### src/rtl/bus_pkg.sv
// ----------------------------------------------------------------------------
// bus_pkg
// Shared definitions for the bus arbiter slice.
//  - bus_state_e : arbiter FSM states (IDLE / BUSY / RESP)
//  - BUS_READ / BUS_WRITE : encoding of the wr_rd bit
//  - ARB_FIXED / ARB_RR   : arbitration mode selector values
//  - gntWidth()  : width of a master index, never narrower than one bit
// ----------------------------------------------------------------------------
package bus_pkg;

   typedef enum logic [1:0] {
      IDLE = 2'd0,
      BUSY = 2'd1,
      RESP = 2'd2
   } bus_state_e;

   localparam logic BUS_READ  = 1'b0;
   localparam logic BUS_WRITE = 1'b1;

   localparam int ARB_FIXED = 0;
   localparam int ARB_RR    = 1;

   // A single-master build still needs a one-bit index port.
   function automatic int gntWidth(input int n);
      return (n > 1) ? $clog2(n) : 1;
   endfunction

endpackage

### src/rtl/bus_rr_arbiter.sv
// ----------------------------------------------------------------------------
// bus_rr_arbiter
// Combinational winner select over N request lines, fixed priority (lowest
// index wins) or round-robin (first set index after the last grant).
// Ports:
//  i_clk, i_rst   clock, asynchronous active-low reset
//  i_req          per-master request lines
//  i_update       grant taken this cycle; pointer follows the winner
//  o_winner       index of the selected master (valid when o_valid)
//  o_valid        at least one request is pending
// ----------------------------------------------------------------------------
module bus_rr_arbiter
   import bus_pkg::*;
#(
   parameter int N_MASTERS = 2,
   parameter int ARB_MODE  = ARB_FIXED
) (
   input  logic                              i_clk,
   input  logic                              i_rst,
   input  logic [N_MASTERS-1:0]              i_req,
   input  logic                              i_update,
   output logic [gntWidth(N_MASTERS)-1:0]    o_winner,
   output logic                              o_valid
);

   localparam int GW = gntWidth(N_MASTERS);

   logic [GW-1:0] ptr_q;
   logic [GW-1:0] winner_d;
   logic          found;
   int            idx;

   // Pointer starts at the last master so that master 0 is searched first
   // after reset; it only moves when a grant is actually taken.
   always_ff @(posedge i_clk or negedge i_rst) begin
      if (!i_rst) begin
         ptr_q <= GW'(N_MASTERS - 1);
      end else if (i_update && ARB_MODE == ARB_RR) begin
         ptr_q <= winner_d;
      end
   end

   // Round-robin walks ptr+1 .. ptr+N modulo N, so the previous owner is
   // considered last; fixed mode simply takes the lowest set index.
   always_comb begin
      winner_d = '0;
      found    = 1'b0;
      idx      = 0;
      if (ARB_MODE == ARB_RR) begin
         for (int k = 1; k <= N_MASTERS; k++) begin
            idx = (int'(ptr_q) + k) % N_MASTERS;
            if (!found && i_req[idx]) begin
               winner_d = GW'(idx);
               found    = 1'b1;
            end
         end
      end else begin
         for (int k = 0; k < N_MASTERS; k++) begin
            if (!found && i_req[k]) begin
               winner_d = GW'(k);
               found    = 1'b1;
            end
         end
      end
   end

   assign o_winner = winner_d;
   assign o_valid  = |i_req;

endmodule

### src/rtl/bus_arbiter.sv
// ----------------------------------------------------------------------------
// bus_arbiter
// N-master to single-slave adapter onto the simple core bus. Picks a winner
// among the request channels, registers its request onto the bus, waits for
// the slave ack (or a watchdog timeout) and returns a one-cycle completion
// pulse plus read data to the owner.
// Ports:
//  i_clk, i_rst            clock, asynchronous active-low reset
//  i_req/i_wr_rd           per-master request and direction
//  i_addr/i_wr_data/i_size per-master packed request fields
//  o_ready/o_err           one-hot completion / timeout flags
//  o_rd_data               read data, valid with o_ready
//  o_gnt_id                index of the current/last owner
//  i_ack/i_rd_data         slave completion and read data
//  o_bus_en..o_size        registered bus request
// ----------------------------------------------------------------------------
module bus_arbiter
   import bus_pkg::*;
#(
   parameter int N_MASTERS = 2,
   parameter int XLEN      = 32,
   parameter int ARB_MODE  = ARB_FIXED,
   parameter int TIMEOUT   = 0
) (
   input  logic                            i_clk,
   input  logic                            i_rst,
   input  logic [N_MASTERS-1:0]            i_req,
   input  logic [N_MASTERS-1:0]            i_wr_rd,
   input  logic [N_MASTERS*XLEN-1:0]       i_addr,
   input  logic [N_MASTERS*XLEN-1:0]       i_wr_data,
   input  logic [N_MASTERS*3-1:0]          i_size,
   output logic [N_MASTERS-1:0]            o_ready,
   output logic [N_MASTERS-1:0]            o_err,
   output logic [XLEN-1:0]                 o_rd_data,
   output logic [gntWidth(N_MASTERS)-1:0]  o_gnt_id,
   input  logic                            i_ack,
   input  logic [XLEN-1:0]                 i_rd_data,
   output logic                            o_bus_en,
   output logic                            o_wr_rd,
   output logic [XLEN-1:0]                 o_addr,
   output logic [XLEN-1:0]                 o_wr_data,
   output logic [2:0]                      o_size
);

   localparam int GW = gntWidth(N_MASTERS);
   localparam int CW = (TIMEOUT > 1) ? $clog2(TIMEOUT) : 1;
   localparam logic [CW-1:0] CNT_LAST = CW'((TIMEOUT > 0) ? TIMEOUT - 1 : 0);

   bus_state_e              state_q;
   logic [GW-1:0]           gnt_q;
   logic [GW-1:0]           winner;
   logic                    anyReq;
   logic                    grantTake;
   logic                    expire;
   logic [CW-1:0]           cnt_q;
   logic [CW-1:0]           cnt_d;
   logic [N_MASTERS-1:0]    ownerOneHot;
   logic [N_MASTERS-1:0]    ready_q;
   logic [N_MASTERS-1:0]    err_q;
   logic [XLEN-1:0]         rdData_q;
   logic                    busEn_q;
   logic                    wrRd_q;
   logic [XLEN-1:0]         addr_q;
   logic [XLEN-1:0]         wrData_q;
   logic [2:0]              size_q;

   assign grantTake = (state_q == IDLE) && anyReq;

   bus_rr_arbiter #(
      .N_MASTERS (N_MASTERS),
      .ARB_MODE  (ARB_MODE)
   ) u_arb (
      .i_clk    (i_clk),
      .i_rst    (i_rst),
      .i_req    (i_req),
      .i_update (grantTake),
      .o_winner (winner),
      .o_valid  (anyReq)
   );

   // The watchdog only fires when no ack arrives that cycle, so an ack on
   // the expiry cycle completes the transfer normally.
   always_comb begin
      expire = (TIMEOUT != 0) && (state_q == BUSY) && !i_ack && (cnt_q == CNT_LAST);
      cnt_d  = cnt_q;
      if (grantTake) begin
         cnt_d = '0;
      end else if (state_q == BUSY && cnt_q != {CW{1'b1}}) begin
         cnt_d = cnt_q + 1'b1;
      end
   end

   always_comb begin
      ownerOneHot = '0;
      for (int m = 0; m < N_MASTERS; m++) begin
         ownerOneHot[m] = (int'(gnt_q) == m);
      end
   end

   // Single FSM register block: every bus-facing and response output is a
   // flop, so nothing from i_rd_data reaches o_rd_data combinationally.
   always_ff @(posedge i_clk or negedge i_rst) begin
      if (!i_rst) begin
         state_q  <= IDLE;
         gnt_q    <= '0;
         cnt_q    <= '0;
         ready_q  <= '0;
         err_q    <= '0;
         rdData_q <= '0;
         busEn_q  <= 1'b0;
         wrRd_q   <= BUS_READ;
         addr_q   <= '0;
         wrData_q <= '0;
         size_q   <= '0;
      end else begin
         cnt_q <= cnt_d;
         case (state_q)
            IDLE: begin
               if (anyReq) begin
                  state_q  <= BUSY;
                  gnt_q    <= winner;
                  busEn_q  <= 1'b1;
                  wrRd_q   <= i_wr_rd[winner];
                  addr_q   <= i_addr[int'(winner)*XLEN +: XLEN];
                  wrData_q <= i_wr_data[int'(winner)*XLEN +: XLEN];
                  size_q   <= i_size[int'(winner)*3 +: 3];
               end
            end
            BUSY: begin
               if (i_ack) begin
                  state_q  <= RESP;
                  busEn_q  <= 1'b0;
                  ready_q  <= ownerOneHot;
                  err_q    <= '0;
                  rdData_q <= (wrRd_q == BUS_WRITE) ? '0 : i_rd_data;
               end else if (expire) begin
                  state_q  <= RESP;
                  busEn_q  <= 1'b0;
                  ready_q  <= ownerOneHot;
                  err_q    <= ownerOneHot;
                  rdData_q <= '0;
               end
            end
            RESP: begin
               state_q <= IDLE;
               ready_q <= '0;
               err_q   <= '0;
            end
            default: begin
               state_q <= IDLE;
               busEn_q <= 1'b0;
               ready_q <= '0;
               err_q   <= '0;
            end
         endcase
      end
   end

   assign o_ready   = ready_q;
   assign o_err     = err_q;
   assign o_rd_data = rdData_q;
   assign o_gnt_id  = gnt_q;
   assign o_bus_en  = busEn_q;
   assign o_wr_rd   = wrRd_q;
   assign o_addr    = addr_q;
   assign o_wr_data = wrData_q;
   assign o_size    = size_q;

endmodule

### config.mk
export PLATFORM = sky130hd
export DESIGN_NAME = bus_arbiter
export DESIGN_NICKNAME = d
export VERILOG_FILES = /design/src/rtl/bus_pkg.sv /design/src/rtl/bus_rr_arbiter.sv /design/src/rtl/bus_arbiter.sv
export SDC_FILE = /design/constraint.sdc
export NUM_CORES = 1
export LEC_CHECK = 0
export BUFFER_PORTS_ARGS = -buffer_cell sky130_fd_sc_hd__buf_2
export CAP_MARGIN = 20
export CORE_UTILIZATION = 45
export DETAILED_ROUTE_END_ITERATION = 8
export GPL_TIMING_DRIVEN = 1
export PLACE_DENSITY = 0.81
export SYNTH_ARGS = -nofsm -noshare
export SYNTH_HDL_FRONTEND = slang
export SYNTH_SLANG_ARGS = --single-unit
export TNS_END_PERCENT = 5
### constraint.sdc
create_clock -name i_clk -period 1.9 [get_ports i_clk]
set_input_delay 0.38 -clock i_clk [delete_from_list [all_inputs] [get_ports i_clk]]
set_output_delay 0.38 -clock i_clk [all_outputs]
set_load 0.01 [all_outputs]
==> flow_metrics.tcl <==
set metrics [dict create \
    status "completed" \
    hold_viol 0 \
    holdWs_ns 0.08375 \
    grt_usage 0.2094 \
    drive_gt1_frac 0.6687 \
    die_w_um 108.4 \
    cts_setup_buffers 0 \
    r2r_cells 4 \
    post-dp-hpwl_um 9488 \
    ys_warn_count 0 \
    finalMaxSlewViolations 0 \
    required_ns 2.12 \
    antenna_found_initial 0 \
    grt-ovfl-total 0 \
    dr.first_iter.drc_count 133 \
    wire_per_inst_um 15.28 \
    viasPerCell 4.835 \
    cp.arrival_ns 1.89 \
    multi_input_area_sq_mm 0.002281 \
    rr_startpoint "state_q[0]" \
    place_area_sq_mm 0.006706 \
    synth_top_family_by_area "multiplexers" \
    grt_pass1_vias 3795 \
    synth_compound_area_frac 0.03979 \
    die_h_um 108.4 \
    layout_setup_ws_ns 0.2239 \
    ys_seq_area_frac 0.5208 \
    ant_nets 0 \
    cts_resized 0 \
    period_share 0.8822 \
    reg2reg_slack_ns 0.22 \
    syn_area_per_cell_sq_um 13.20 \
    grt_setup_unrepaired "false" \
    die_area_sq_mm 0.01175 \
    fill_cells 833 \
    initial_core_util 0.4658 \
    ios 279 \
    synth_mux_area_frac 0.3301 \
    cp-startpoint "state_q[0]" \
    final_area_sq_mm 0.007037 \
    clock_path_buffers 2 \
    fmax_ghz 0.5966 \
    synth-adder-area-share 0 \
    numClockSinks 106 \
    row_count 38 \
    ctsHoldBuffers 0 \
    synth_cell_types 21 \
    layout_min_cycle_time_ns 1.676 \
    place_ws_ns 0.1272 \
    syn_to_final_growth_pct 38.15 \
    cellPowerDensity_mw_per_mm2 1453 \
    synth_xor_area_frac 0 \
    clock_skew_ns 0.006153 \
    crit_path_start_kind "flip-flop" \
    grt_max_degree 107 \
    end_kind "flip-flop" \
    core_sq_mm 0.01094 \
    finalPower_w 0.01022 \
    crit_type "reg2reg" \
    cts_buffers 9 \
    tns_ns 0 \
    layout.area.seq_sq_mm 0.002653 \
    p_leak_nw 3.582 \
    synthSimpleGateAreaFrac 0.07345 \
    hp-class "in2async" \
    diodes 0 \
    fin_nets 838 \
    grt_pass1_wl_um 18870 \
    tightest_slew_ns 0.5706 \
    synth_area_sq_mm 0.005094 \
    peakVddDrop_mv 0.7736 \
    port_buffers 276 \
    clk_latency_ns 0.33 \
    routed_wl_um 12380 \
    cts.clk_slew.worst_paths_ns 0.07 \
    drc 0 \
    syn_inst 386 \
    vias 3916 \
    setup_viol 0 \
    place.gp.congestion 0.7580 \
    htreeDepth 3 \
    r2r_end "o_wr_rd" \
    crit_fanout 34 \
    cts_tree "built" \
    clockRootBuffer "clkbuf_16" \
    max-slew-margin-rel 0.6196 \
    drv_cap 0 \
    ys_ff_latch 106 \
    drt-pass1-iter-count 4 \
]
power breakdown:
part           switching [W]  internal [W]  total, W
Clock               0.000795       0.00123   0.00202
Sequential          0.000587       0.00330   0.00389
Combinational        0.00203       0.00229   0.00431
Total                0.00341       0.00681    0.0102
sequential cells by signal, summed over array words and instances (netlist names):
name	count
o_bus_en	1
o_gnt_id	1
o_ready	2
o_size	3
o_rd_data	32
o_addr	32
o_wr_rd	1
state_q	2
o_wr_data	32
cell usage in the layout, fill, tap and decap left out, drive strengths merged, types with 2 or more instances in the layout:
| cell | Yosys | layout |
|---|---|---|
| a21oi | 4 | 4 |
| clkbuf | 9 | 12 |
| bufinv | 0 | 2 |
| nand2b | 33 | 33 |
| conb | 1 | 2 |
| buf | 18 | 294 |
| o21ai | 35 | 35 |
| dfrtp | 106 | 106 |
| clkinv | 0 | 2 |
| nand2 | 37 | 37 |
| mux2 | 136 | 136 |
per-layer routing:
layer / vias up / GRT usage / routed length [um]
li1: 1883 / - / -
met1: 1848 / 0.2397 / 4719
met2: 164 / 0.3867 / 6648
met3: 21 / 0.03737 / 764
met4: 0 / 0.07915 / 243
met5: - / 0 / 0
worst max-delay path, cell delays in order (launching register included):
cell and delay [ns]:
dfrtp_1 0.43, nor2_1 0.27, o21a_4 0.22, buf_12 0.24, mux2_2 0.37
synth_stat cells:
library cell  count  area [sq um]
o21ai_0          35         175.2
buf_2             8         40.04
nand2b_1         33         206.5
nand3_1           1         5.000
buf_1             1         3.750
nor2_1            1         3.750
o21a_1            1         7.510
conb_1            1         3.750
nor2b_1           1         6.260
clkbuf_1          9         33.78
buf_8             2         30.03
dfrtp_1         106          2653
buf_4             3         22.52
or2_2             1         6.260
mux2_2           96          1081
inv_1             1         3.750
nand3b_1          1         7.510
mux2_4           40         600.6
buf_6             4         45.04
a21oi_1           4         20.02
nand2_1          37         138.9
per-stage QoR:
| step | cells | util |
|---|---|---|
| 6_report | 810 | 0.6435 |
| 5_1_grt | 810 | 0.6435 |
| 4_1_cts | 810 | 0.6435 |
| 3_5_place_dp | 794 | 0.6133 |
| 3_3_place_gp | 794 | 0.6133 |
| 2_1_floorplan | 387 | - |
layout make-up:
class                           count  share of cell area
Multi-Input combinational cell    253              0.3241
Clock inverter                      4             0.01049
Inverter                            1           0.0005334
Sequential cell                   106              0.3770
Timing Repair Buffer              294              0.2265
Clock buffer                       12             0.03645
Tap cell                          140             0.02489
logic make-up (layout without fill, tap and decap cells):
group | after synthesis | in the layout
multiplexers | 136 | 136
other | 1 | 2
flip-flops | 106 | 106
buffers and inverters | 28 | 311
AO/OA/AOI/OAI | 40 | 40
AND/OR/NAND/NOR | 75 | 75
worst max path at each step:
stage / endpoint / slack, ns / cells past startpoint
global route: o_wr_data[31] / 0.16 / 4
CTS: o_wr_data[31] / 0.22 / 4
global placement: o_wr_data[28] / 0.18 / 6
finish: o_wr_rd / 0.22 / 4
floorplan: o_addr[11] / 0.31 / 6
detailed placement: o_addr[1] / 0.13 / 6
Note: power is estimated with default switching activity, not from simulation.
